<file path="src/rtl/fetch_queue.sv">
// Instruction fetch queue: circular buffer of {instr, pc} between imem and decode, head read combinationally.
// Latency 1 cycle (push at edge N is poppable from N+1); in_ready drops only when full, independent of out_ready.
module fetch_queue #(
    parameter int DEPTH = 4,
    parameter int WIDTH = 32
) (
    input  logic                     clk,
    input  logic                     rst,
    input  logic                     flush,
    input  logic                     in_valid,
    output logic                     in_ready,
    input  logic [WIDTH-1:0]         in_instr,
    input  logic [WIDTH-1:0]         in_pc,
    output logic                     out_valid,
    input  logic                     out_ready,
    output logic [WIDTH-1:0]         out_instr,
    output logic [WIDTH-1:0]         out_pc,
    output logic [WIDTH-1:0]         out_pcplus4,
    output logic [$clog2(DEPTH):0]   count
);

    localparam int AW = $clog2(DEPTH);
    localparam int CW = AW + 1;
    localparam logic [CW-1:0]    FULL_CNT = CW'(DEPTH);
    localparam logic [WIDTH-1:0] NOP      = WIDTH'(32'h0000_0013);

    logic [WIDTH-1:0] instr_mem_q [DEPTH];
    logic [WIDTH-1:0] pc_mem_q    [DEPTH];

    logic [AW-1:0] wr_ptr_q, wr_ptr_d;
    logic [AW-1:0] rd_ptr_q, rd_ptr_d;
    logic [CW-1:0] count_q,  count_d;

    logic push;
    logic pop;

    assign in_ready  = (count_q != FULL_CNT);
    assign out_valid = (count_q != '0);
    assign count     = count_q;

    always_comb begin
        push     = in_valid & in_ready;
        pop      = out_valid & out_ready;
        wr_ptr_d = wr_ptr_q;
        rd_ptr_d = rd_ptr_q;
        count_d  = count_q;
        if (flush) begin
            wr_ptr_d = '0;
            rd_ptr_d = '0;
            count_d  = '0;
        end else begin
            if (push) wr_ptr_d = wr_ptr_q + 1'b1;
            if (pop)  rd_ptr_d = rd_ptr_q + 1'b1;
            case ({push, pop})
                2'b10:   count_d = count_q + 1'b1;
                2'b01:   count_d = count_q - 1'b1;
                default: count_d = count_q;
            endcase
        end
    end

    always_ff @(posedge clk) begin
        if (rst) begin
            wr_ptr_q <= '0;
            rd_ptr_q <= '0;
            count_q  <= '0;
        end else begin
            wr_ptr_q <= wr_ptr_d;
            rd_ptr_q <= rd_ptr_d;
            count_q  <= count_d;
        end
    end

    // Storage is never cleared; stale slots are hidden by count.
    always_ff @(posedge clk) begin
        if (push && !flush && !rst) begin
            instr_mem_q[wr_ptr_q] <= in_instr;
            pc_mem_q[wr_ptr_q]    <= in_pc;
        end
    end

    assign out_instr   = out_valid ? instr_mem_q[rd_ptr_q] : NOP;
    assign out_pc      = out_valid ? pc_mem_q[rd_ptr_q] : '0;
    assign out_pcplus4 = out_valid ? (pc_mem_q[rd_ptr_q] + WIDTH'(4)) : '0;

endmodule

</file>
<file path="config.mk">
export PLATFORM = sky130hd
export DESIGN_NAME = fetch_queue
export DESIGN_NICKNAME = d
export VERILOG_FILES = /design/src/rtl/fetch_queue.sv
export SDC_FILE = /design/constraint.sdc
export NUM_CORES = 1
export LEC_CHECK = 0
export BUFFER_PORTS_ARGS = -buffer_cell sky130_fd_sc_hd__buf_2
export CAP_MARGIN = 0
export CORE_MARGIN = 1.5
export CORE_UTILIZATION = 55
export CTS_CLUSTER_SIZE = 25
export DETAILED_ROUTE_END_ITERATION = 10
export PLACE_DENSITY = 0.78
export SYNTH_ARGS = -nofsm -noshare
export SYNTH_HDL_FRONTEND = slang
export SYNTH_SLANG_ARGS = --single-unit
</file>
<file path="constraint.sdc">
create_clock -name clk -period 6.35 [get_ports clk]
set_input_delay 0 -clock clk [delete_from_list [all_inputs] [get_ports clk]]
set_output_delay 0 -clock clk [all_outputs]
set_load 0.01 [all_outputs]
</file>
[Yosys cells after proc, flatten, opt, wreduce, memory -nomap -nowiden]
Memory sizes are Yosys's and may differ from the RTL's. A register that Yosys moved wholly into a read port is not among the register bits.
Cells that the tools add are included.
Storage, ports and cells
  bits in registers: 7
  memory bits (writable): 256
  bits of input ports: 69
  output and inout port bits: 101
  word-level logic and storage cells: 32
  memories kept: 2
Memory list
  instr_mem_q: words 4, width 32, read ports 1, clocked after memory_dff 1, write ports 1, RTL line 27  | logic [WIDTH-1:0] instr_mem_q [DEPTH];
  pc_mem_q: words 4, width 32, read ports 1, clocked after memory_dff 1, write ports 1, RTL line 28  | logic [WIDTH-1:0] pc_mem_q [DEPTH];
Cells by class
  add/sub/neg operators: 5
  equality and inequality tests: 3
  multiplexer cells: 10
  bitwise logic cells: 2
  reduce and logical (&&, ||, !) cells: 7
Operator list (number)
  $mux 32: 3
  $add 32x3->32 const B: 1
  $mux 2: 4
  $pmux 3 s2: 1
  $add 2x1->2 const B: 2
  $add 3x1->3 const B: 1
  $ne 3x3->1 const B: 1
  $reduce_bool 3->1: 1
  $sub 3x1->3 const B: 1
  $and 1x1->1: 2
  $eq 2x1->1 const B: 1
  $eq 2x2->1 const B: 1
  $logic_and 1x1->1: 2
  $logic_not 1->1: 2
  $mux 1: 2
  $reduce_bool 2->1: 1
  $reduce_or 2->1: 1

[Depth between registers and ports, before layout]
Gate-level depths: netlist (run 1).
  depth after elaboration: 6
  gate-level depth with buffers: 9

[Least setup slack after synthesis (run 1)]
No wires, ideal clock.
  kind: register to register
  from: reg count_q[0], in the netlist count[0]
  to: mem instr_mem_q[0][0] (enable)
  library setup time: 0.429 ns
  arrival: 2.502 ns
  data required time: 5.921 ns
  setup slack: 3.419 ns
  cell stages (with the launch flop): 6
  buffers on the path: 0
  cells stage by stage: dfxtp_1 -> inv_1 -> nand3_1 -> nand2_1 -> nor2_1 -> and2_1
On the way
  word-level cells in the longest chain between the ends: 6
RTL lines
  start: declaration: RTL line 32  | logic [CW-1:0] count_q, count_d;
  start signal: assignment: RTL line 70  | count_q <= count_d;
  $ne 3x3->1: RTL line 37  | assign in_ready = (count_q != FULL_CNT);
  via in_ready: RTL line 11  | output logic in_ready,
  $and 1x1->1: RTL line 42  | push = in_valid & in_ready;
  $logic_and 1x1->1 (2 in a row): RTL line 76  | if (push && !flush && !rst) begin
  $mux 1: RTL line 76
  $mux 1 (not written as such): RTL line 77  | instr_mem_q[wr_ptr_q] <= in_instr;
  end: declaration: RTL line 27
The timed path passes the listed nets, and every way through them passes these cells.

==> impl_results.md, run 1 <==
* Slew headroom at 0.310
* RSZ-0062 raised after global routing: no
* Layout fillers at between 1000 and 1500
* CP max stage delay at between 0.8 and 0.9 ns
* GR Overflow Total at 0
* Final setup TNS at 0 ns
* Crit path cell chain: buf_4 -> mux4_1 -> nand4_4 -> nor3_1 -> and4bb_1 -> mux2_1 -> buf_2
* Synth area leaders: edfxtp_1 (70%), mux4_2 (9.8%), mux4_1 (3.8%), and2_1 (3.7%), dfxtp_1 (1.6%)
* First-pass GRT wire length at 34200 µm
* Clk slew on worst S/H paths at 0.06 ns
* Yosys top cell by area: edfxtp_1
* DRT antenna net count at 0
* Clock sinks at 265
* DR iter-0 viols at between 400 and 500
* Hold Crit Endpoint: instr_mem_q[0][2]
* IO Pins at 170
* Post-Syn Nets at roughly 660
* Outcome: finished clean
* Min Hold Slack at 0.234 ns
* Post-synthesis sequential element count at around 270
* Slew @ Worst Pin at a little over 1 ns
* Rows at between 50 and 60
* Clock latency on the worst-skew pair at between 0.5 and 0.6 ns
* Yosys top cell area share at 0.700
* Largest net degree at the start of global routing at 65
* Yosys warning count at 0
* Clk_skew at between 0.008 and 0.009 ns
* Pwr Total at approximately 3.8 mW
* CP top delay family: simple AND/OR/NAND/NOR gates
* FMAX at 262 MHz
* CTS root buffer: clkbuf_16
* Core Region at between 0.015 and 0.02 mm²
* IO buf count at approximately 170
* Hold Path Origin: in_instr[2]
* Pins Over Slew Limit at 0
* Type of the tightest min-delay check: in2reg
* Post-Syn Area at approximately 0.011 mm²
* R2r setup slk at around 4.0 ns
* Initial antenna violation count at 1
* Drt wl/cell at between 20 and 25 µm
* Worst setup path category: reg2out
* Critical path data arrival time at about 3.8 ns
* Number of max-cap violations at 0
* CTS max path bufs at 3
* Worst-case vdd ir drop at 0.266 mV
* Commonest non-fill, non-tap cell in the layout: edfxtp_1
* Worst endpoint required time at between 6 and 7 ns
* Die Ht at between 100 and 150 µm
* Post-route DRC at 0
* Worst Path Buf+Inv at 2
* Final nets at 903
* Post-CTS resize count at 0
* Complex-gate fraction of the synthesized area at 0.00968
* Startpoint class of the critical path: flop
* Post-Route WL at about 23000 µm
* Leak at 4.88 nW
* Fin. Hold Viols at 0
* Synthesized area per cell at ~19 µm²
* CTS tree: built
* Drt first pass iters at 6
* Final setup violation count at 0
* Simple logic cell fraction of the synthesized area at 0.0873
* RePlAce Congestion at around 0.88
* H-tree levels at 1
* Final HPWL DP at ~13000 µm
* Main combinational cell family by area after synthesis: multiplexers
* Vias in the first global route at between 6000 and 7000
* Post-synthesis share of cell area spent on xor and xnor gates at 0.0120
* CP max FO at 38
* Crit share post-route at 0.602
* Highest-delay cell along the critical path: dfxtp_4
* Gr usage total at 0.219
* R2r worst-path depth at 5
* Synth Instances at 585
* DIE AREA at between 0.02 and 0.025 mm²
* Crit Reg-Reg Endpoint: pc_mem_q[2][21]
* Post-synthesis sequential area ratio at 0.716
* CTS buffer count at 27
* Share of cells above drive strength 1 at 0.338
* Post-synthesis mux area share at 0.147
* Via count at 6280
* R2r startpoint: count[0]
* Die W at about 140 µm
* Vias per cell at roughly 5.7
* Initial core utilization at 0.562
* Adder-cell share of the synthesized area at 0.00866
* Area Growth Syn to Fin at 24.4%
* Commonest cells after routing, fill and taps aside: edfxtp_1 (256), buf_2 (169), dlygate4sd3_1 (70)
* Power density over cell area at 280 mW/mm²
* Fin crit period at around 3.8 ns
* Hold depth at 2
* Netlist cell types at between 40 and 50
* Critical Path End Type: output port
[cell usage after synthesis, drive strengths merged]
library cell	number
mux2	10
or3	4
fa	1
dfxtp	9
and4bb	1
inv	9
a31o	2
nand4	8
a41o	1
a31oi	1
nand3	8
o21ai	5
a21oi	8
nor2	38
edfxtp	256
nor4b	1
buf	17
a21boi	1
nor4	2
mux4	64
nand4b	2
nor3b	1
xnor2	9
nand2	18
nor3	6
or2	4
and3	3
or4	1
and2	65
and4	5
clkbuf	13
xor2	6
ha	6
[where the power goes]
part	switching, mW	total, mW	internal, mW
Combinational	0.135	0.253	0.118
Clock	0.617	1.63	1.02
Sequential	0.00888	1.94	1.94
Total	0.761	3.83	3.07
[area by class of cell]
class	count	area (µm²)	area share
multi-input cells	281	2920	0.214
clock buffers	30	687	0.0503
repair buffers	243	1580	0.115
clock inverters	17	233	0.0170
well taps	265	332	0.0243
inverters	9	33.8	0.00247
diodes	1	2.50	0.000183
flip-flops and latches	265	7880	0.577
[registers in the layout (all words and copies together), names as in the netlist, named ones only]
signal and cells:
pc_mem_q 128, rd_ptr_q 2, instr_mem_q 128, count 3
wr_ptr_q 2
[metal layers]
| layer | GRT usage | share of wire | wire, µm |
|---|---|---|---|
| met1 | 0.300 | 0.42 | 9480 |
| met3 | 0.0427 | 0.071 | 1600 |
| met4 | 0.0526 | 0.017 | 388 |
| met2 | 0.368 | 0.49 | 11100 |
| met5 | 0 | 0 | 0 |
[worst max path at each step]
stage / cells past startpoint / slack (ns) / end
final: 7 / 2.53 / out_pcplus4[26]
after global routing: 7 / 2.20 / out_pcplus4[26]
after CTS: 7 / 2.45 / out_pcplus4[26]
after detailed placement: 7 / 3.00 / out_pcplus4[26]
after global placement: 7 / 3.04 / out_pcplus4[26]
after floorplan: 5 / 3.42 / instr_mem_q[0][0]
[through the flow]
step	cell area (µm²)	worst slack (ns)	util	std cells
6_report	13700	2.53	0.700	1111
5_1_grt	13700	2.20	0.700	1111
4_1_cts	13700	2.45	0.699	1110
3_5_place_dp	12000	3.00	0.616	993
3_3_place_gp	12000	3.04	0.616	993
2_1_floorplan	11000	3.42	-	585
[cells by family (layout without fill, tap and decap cells)]
kind of cell | after synthesis | in the layout
DFF | 265 | 265
and+or+nand+nor | 167 | 167
muxes | 74 | 74
buffers and inverters | 39 | 299
AOI/OAI and AO/OA | 18 | 18
xor gates and xnor gates | 15 | 15
adders and majority gates | 7 | 7
other | 0 | 1
[worst register-to-register path: stages, from the launching register on]
cell and delay [ns]:
dfxtp_1 0.40, inv_1 0.10, nand3_1 0.14, nand2_1 0.14, nor2_1 0.26, and2_4 0.80
[repair_timing]
action | CTS | global route
endpoints found under the hold margin | 265 | 0
hold buffers | 70 | 0
setup buffers | 0 | 0
No activity file was read; power rests on OpenSTA's default activity.
==> run 2: changes to the inputs <==
CORE_UTILIZATION = 51   (was 55)
PLACE_DENSITY = 0.76   (was 0.78)
clock period = 3.3 ns   (was 6.35 ns; I/O delays follow)
==> impl_results.md, run 2 (same netlist as run 1, synthesis figures left out) <==
* FMAX at 323 MHz
* Final nets at 919 (+1.8%)
* Fin. Hold Viols at 0 (unchanged)
* Power density over cell area at 527 mW/mm² (+88%)
* Post-Route WL at 23500 µm (+4.4%)
* Layout fillers at 1458 (+15%)
* Post-layout util at 0.654 (-0.0451)
* Initial antenna violation count at 0 (-1)
* Initial core utilization at 0.521 (-0.0417)
* CTS tree: built
* CTS root buffer: clkbuf_16
* Via count at 6375 (+1.5%)
* Area Growth Syn to Fin at 25.7%
* Diodes inserted at 0 (-1)
* First-pass GRT wire length at 36500 µm (+6.9%)
* Largest net degree at the start of global routing at 62 (-4.6%)
* Critical Path End Type: output port
* Vias in the first global route at 6735 (+7.5%)
* DP Cell Count at 1012 (+1.9%)
* Post-route DRC at 0 (unchanged)
* Commonest cells after routing, fill and taps aside: edfxtp_1 (256), buf_2 (169), dlygate4sd3_1 (70)
* Leak at 4.95 nW (+1.4%)
* Share of cells above drive strength 1 at 0.355 (+0.0161)
* CTS max path bufs at 3 (unchanged)
* Clock sinks at 265 (unchanged)
* Drt first pass iters at 5 (-1)
* RSZ-0062 raised after global routing: no
* Clock latency on the worst-skew pair at 0.52 ns (about the same)
* R2r setup slk at 0.97 ns (-3.02 ns)
* Type of the tightest min-delay check: in2reg
* Vias per cell at 5.60 (-0.90%)
* CP max FO at 9 (-76%)
* Die Ht at 150 µm (+3.8%)
* Worst setup path category: reg2out
* Pwr Total at 7.27 mW (+90%)
* Worst-case vdd ir drop at 0.433 mV (+63%)
* CTS buffer count at 27 (unchanged)
* Final setup TNS at 0 ns (unchanged)
* Clk_skew at 0.00743 ns (-0.00149 ns)
* Clock power frac at 0.416 (-0.010)
* Pins Over Slew Limit at 0 (unchanged)
* Slew headroom at 0.545 (+0.235)
* DR iter-0 viols at 379 (-21%)
* H-tree levels at 1 (unchanged)
* Final HPWL DP at 14500 µm (+12%)
* Comb power frac at 0.070 (+0.004)
* Clk slew on worst S/H paths at 0.06 ns (about the same)
* IO buf count at 169 (unchanged)
* DIE AREA at 0.0224 mm² (+7.7%)
* Rows at 53 (+3.9%)
* Gr usage total at 0.216 (-0.00352)
* Drt wl/cell at 20.6 µm (+1.9%)
* Startpoint class of the critical path: flop
* Die W at 150 µm (+3.8%)
* Net switching power figure at 1.50 mW (+97%)
* Final cell count without fillers at 1138 (+2.4%)
* Flop pwr share at 0.514 (+0.006)
* Final setup violation count at 0 (unchanged)
* Commonest non-fill, non-tap cell in the layout: edfxtp_1
* Switching Fraction at 0.206 (+0.00789)
* Worst endpoint required time at 3.30 ns (-3.05 ns)
* Slew @ Worst Pin at 0.683 ns (-0.353 ns)
* Fin crit period at ~3.1 ns
* Outcome: finished clean
* Internal power at 5.77 mW (+88%)
* GR Overflow Total at 0 (unchanged)
* Critical path data arrival time at 3.10 ns (-0.72 ns)
* Core Region at 0.0211 mm² (+8.0%)
* RePlAce Congestion at 0.931 (+6.0%)
* Number of max-cap violations at 0 (unchanged)
* IO Pins at 170 (unchanged)
* Crit share post-route at 0.938
* DRT antenna net count at 0 (unchanged)
-- run 2: per-stage QoR --
step                instance area (µm²)  hold WS (ns)  worst slack (ns)
floorplan                         11000        0.0989             0.369
global placement                  12200         0.209             0.636
detailed placement                12200         0.218             0.570
CTS                               13700         0.203            0.0123
global route                      13800         0.221            0.0872
finish                            13800         0.195             0.204
-- run 2: area by class of cell --
class / instances / area (µm²) / area share
timing repair buffer: 259 / 1730 / 0.126
tap: 275 / 344 / 0.0249
clock buffer: 30 / 687 / 0.0498
sequential: 265 / 7880 / 0.571
inverter: 9 / 33.8 / 0.00245
clock inverter: 19 / 201 / 0.0146
multi-input combinational: 281 / 2930 / 0.212
-- run 2: path summary, 6_finish.rpt --
path	startpoint	to	cells past startpoint
max	flop	out_pcplus4[21]	8
min	flush	instr_mem_q[2][8]	4
min reg2reg	rd_ptr_q[1]	flop	2
max reg2reg	count[1]	pc_mem_q[0][13]	6
-- run 2: timing repair --
| action | CTS | global route |
|---|---|---|
| hold endpoints to repair | 265 | 0 |
| endpoints found under the setup margin | 1 | 3 |
| setup buffers | 0 | 7 |
| resized for setup | 1 | 0 |
| hold buffers | 70 | 0 |
-- run 2: critical path, cell delays in order, from the launching register on --
cell	delay, ns
dfxtp_4	0.39
buf_4	0.15
buf_4	0.17
mux4_1	0.49
nand4_4	0.20
or3_1	0.51
nor2_1	0.18
mux2_2	0.35
buf_2	0.14
-- run 2: power groups by stage --
stage          Sequential (mW)  Combinational [mW]  Clock (mW)
2_1_floorplan             3.81               0.234           0
3_3_place_gp              3.81               0.416           0
3_5_place_dp              3.81               0.432           0
4_1_cts                   3.74               0.501        3.09
5_1_grt                   3.74               0.552        3.21
6_report                  3.74               0.506        3.03
-- run 2: layer usage --
layer / wire (µm) / global-route usage
met5: 0 / 0
met4: 483 / 0.0716
met3: 1910 / 0.0421
met2: 11600 / 0.361
met1: 9460 / 0.285
==> run 3: changes to the inputs <==
ABC_AREA = 1   (was default)
CORE_UTILIZATION = 52   (was 51)
==> impl_results.md, run 3 <==
* Outcome: finished clean
* Complex-gate fraction of the synthesized area at 0.0658 (+0.0561)
* Type of the tightest min-delay check: in2reg
* RSZ-0062 raised after global routing: no
* Slew @ Worst Pin at 0.846 ns (+0.163 ns)
* Synthesized area per cell at 10.0 µm² (-47%)
* RePlAce Congestion at 0.901 (-3.3%)
* Post-synth EDFFs at 256 (unchanged)
* Ys flop type: edfxtp_1
* Vias in the first global route at 8612 (+28%)
* Synth async-reset ratio at 0 (unchanged)
* Main combinational cell family by area after synthesis: simple AND/OR/NAND/NOR gates
* Worst Path Buf+Inv at 3 (unchanged)
* DRT antenna net count at 0 (unchanged)
* Worst setup path category: reg2out
* CTS max path bufs at 3 (unchanged)
* Post-synthesis share of cell area spent on xor and xnor gates at 0.00221 (-0.00975)
* Fin crit period at 3.06 ns (-0.0333 ns)
* Drt first pass iters at 7 (+2)
* Worst-case vdd ir drop at 0.517 mV (+19%)
* Drt wl/cell at 16.4 µm (-21%)
* Synth Instances at 1187 (+100%)
* CTS root buffer: clkbuf_16
* DP Cell Count at 1597 (+58%)
* Synth area leaders: edfxtp_1 (65%), nand2_1 (11%), nor2_1 (7.1%), o21ai_0 (3.6%), a21oi_1 (2.5%)
* Number of max-cap violations at 0 (unchanged)
* IO Pins at 170 (unchanged)
* CP max FO at 29 (+20)
* Via count at 9035 (+42%)
* FMAX at 327 MHz (+1.1%)
* Post-CTS setup buffer count at 0 (unchanged)
* H-tree levels at 1 (unchanged)
* Post-route DRC at 0 (unchanged)
* CP max stage delay at 0.57 ns (+0.06 ns)
* Final HPWL DP at 16500 µm (+14%)
* DIE AREA at 0.0238 mm² (+6.0%)
* CP top delay family: simple AND/OR/NAND/NOR gates
* Yosys warning count at 0 (unchanged)
* Post-Syn Area at 0.0119 mm² (+8.2%)
* IO buf count at 169 (unchanged)
* Power density over cell area at 508 mW/mm² (-3.5%)
* Die W at 154 µm (+3.0%)
* Post-Route WL at 28200 µm (+20%)
* Yosys top cell area share at 0.647 (-0.0532)
* Initial antenna violation count at 1 (+1)
* Clk_skew at 0.0176 ns (+0.0102 ns)
* Slew headroom at 0.436 (-0.109)
* Final nets at 1486 (+62%)
* Pwr Total at 7.40 mW (+1.8%)
* Die Ht at 154 µm (+3.0%)
* Pins Over Slew Limit at 0 (unchanged)
* Simple logic cell fraction of the synthesized area at 0.216 (+0.128)
* Post-synthesis mux area share at 0 (-0.147)
* Crit path cell chain: buf_4 -> o211ai_1 -> nand2_1 -> ha_1 -> nand2_1 -> nor2_1 -> nand2_1 -> nor2_4 -> nand2_1 -> nand2_1 -> inv_1 -> nor2_1 -> buf_2
* Post-Syn Nets at 1263 (+91%)
* Min Hold Slack at 0.197 ns (+0.00176 ns)
* Final cell count without fillers at 1717 (+51%)
* Post-DP Area at 0.0130 mm² (+6.6%)
* Most frequent cells after synthesis: nand2_1 (334), edfxtp_1 (256), nor2_1 (226)
* Startpoint class of the critical path: flop
* Most common cell in the synthesized netlist: nand2_1
* Crit share post-route at 0.928 (-0.0101)
* Design Area, Final at 0.0146 mm² (+5.4%)
* Final setup violation count at 0 (unchanged)
* GR Overflow Total at 0 (unchanged)
* Highest-delay cell along the critical path: dfxtp_2
* Adder-cell share of the synthesized area at 0.00800 (-0.000658)
* Initial core utilization at 0.528 (+0.00739)
* Clk slew on worst S/H paths at 0.06 ns (about the same)
* First-pass GRT wire length at 44300 µm (+21%)
* Area Growth Syn to Fin at 22.4%
* CTS tree: built
* Worst endpoint required time at 3.30 ns (about the same)
* Clock sinks at 265 (unchanged)
* Layout fillers at 1782 (+22%)
* Leak at 5.94 nW (+20%)
* Largest net degree at the start of global routing at 135 (+120%)
* Post-synthesis sequential area ratio at 0.662 (-0.0544)
* Yosys top cell by area: edfxtp_1
* Commonest non-fill, non-tap cell in the layout: nand2_1
* Clock latency on the worst-skew pair at 0.55 ns (+0.03 ns)
* Vias per cell at 5.26 (-6.1%)
* Most common cell on crit path: nand2_1
* Commonest cells after routing, fill and taps aside: nand2_1 (334), edfxtp_1 (256), nor2_1 (222)
* Fin. Hold Viols at 0 (unchanged)
* Critical path data arrival time at 3.06 ns (-0.04 ns)
* Core Region at 0.0225 mm² (+6.7%)
* Post-synthesis sequential element count at 265 (unchanged)
* Rows at 55 (+3.8%)
* DR iter-0 viols at 645 (+70%)
* CTS buffer count at 27 (unchanged)
* Gr usage total at 0.236 (+0.0208)
* Critical Path End Type: output port
* Netlist cell types at 30 (-35%)
* Share of cells above drive strength 1 at 0.179 (-0.176)
run 3: changes by cell type after synthesis, sizes merged, moves of 10 or more:
| cell | previous run | this run |
|---|---|---|
| a21oi | 8 | 59 |
| nand2 | 18 | 346 |
| mux4 | 64 | 0 |
| buf | 17 | 36 |
| mux2 | 10 | 0 |
| nor2 | 38 | 236 |
| inv | 9 | 60 |
| o21ai | 5 | 86 |
| nand3 | 8 | 53 |
| and2 | 65 | 1 |
run 3: final timing paths:
| check | from | endpoint | slack (ns) | cells after the start |
|---|---|---|---|---|
| max | flop | out_pcplus4[22] | 0.24 | 13 |
| min | in_instr[28] | instr_mem_q[0][28] | 0.20 | 2 |
| max reg2reg | count[0] | count[2] | 1.07 | 12 |
| min reg2reg | rd_ptr_q[0] | rd_ptr_q[0] | 0.48 | 1 |
run 3: power by group:
part	switching (mW)	internal [mW]
Combinational	0.417	0.242
Sequential	0.0131	3.73
Clock	1.25	1.75
run 3: per-stage QoR:
| step | util | setup TNS (ns) | setup slack (ns) |
|---|---|---|---|
| after global routing | 0.647 | 0 | 0.00438 |
| after floorplan | - | -177.39 | -0.693 |
| after global placement | 0.576 | 0 | 0.883 |
| after detailed placement | 0.576 | 0 | 0.801 |
| final | 0.647 | 0 | 0.238 |
| after CTS | 0.645 | 0 | 0.216 |
run 3: per-layer routing:
layer  GRT usage  share of wire  vias to the layer above
li1            -              -                     4425
met1       0.310           0.41                     4193
met2       0.414           0.49                      373
met3      0.0387          0.079                       44
met4      0.0564          0.020                        0
met5           0              0                        -
run 3: logic make-up after synthesis:
group	count (synthesis)
flip-flops	265
adder cells (fa/ha/maj)	7
buffers and inverters	118
XOR/XNOR	3
AO/OA/AOI/OAI	152
AND/OR/NAND/NOR	642
run 3: area by class of cell:
type,count,area [µm²],share of cell area
clock buffer,32,694,0.0477
multi-input combinational,804,3500,0.241
inverter,60,230,0.0158
timing repair buffer,252,1710,0.118
clock inverter,18,180,0.0124
sequential,265,7870,0.541
tap,285,357,0.0245
antenna,1,2.50,0.000172
run 3: repair_timing:
item	4_1_cts	5_1_grt
hold buffers	68	0
hold endpoints to repair	265	0
resized for setup	0	1
endpoints found under the setup margin	0	1
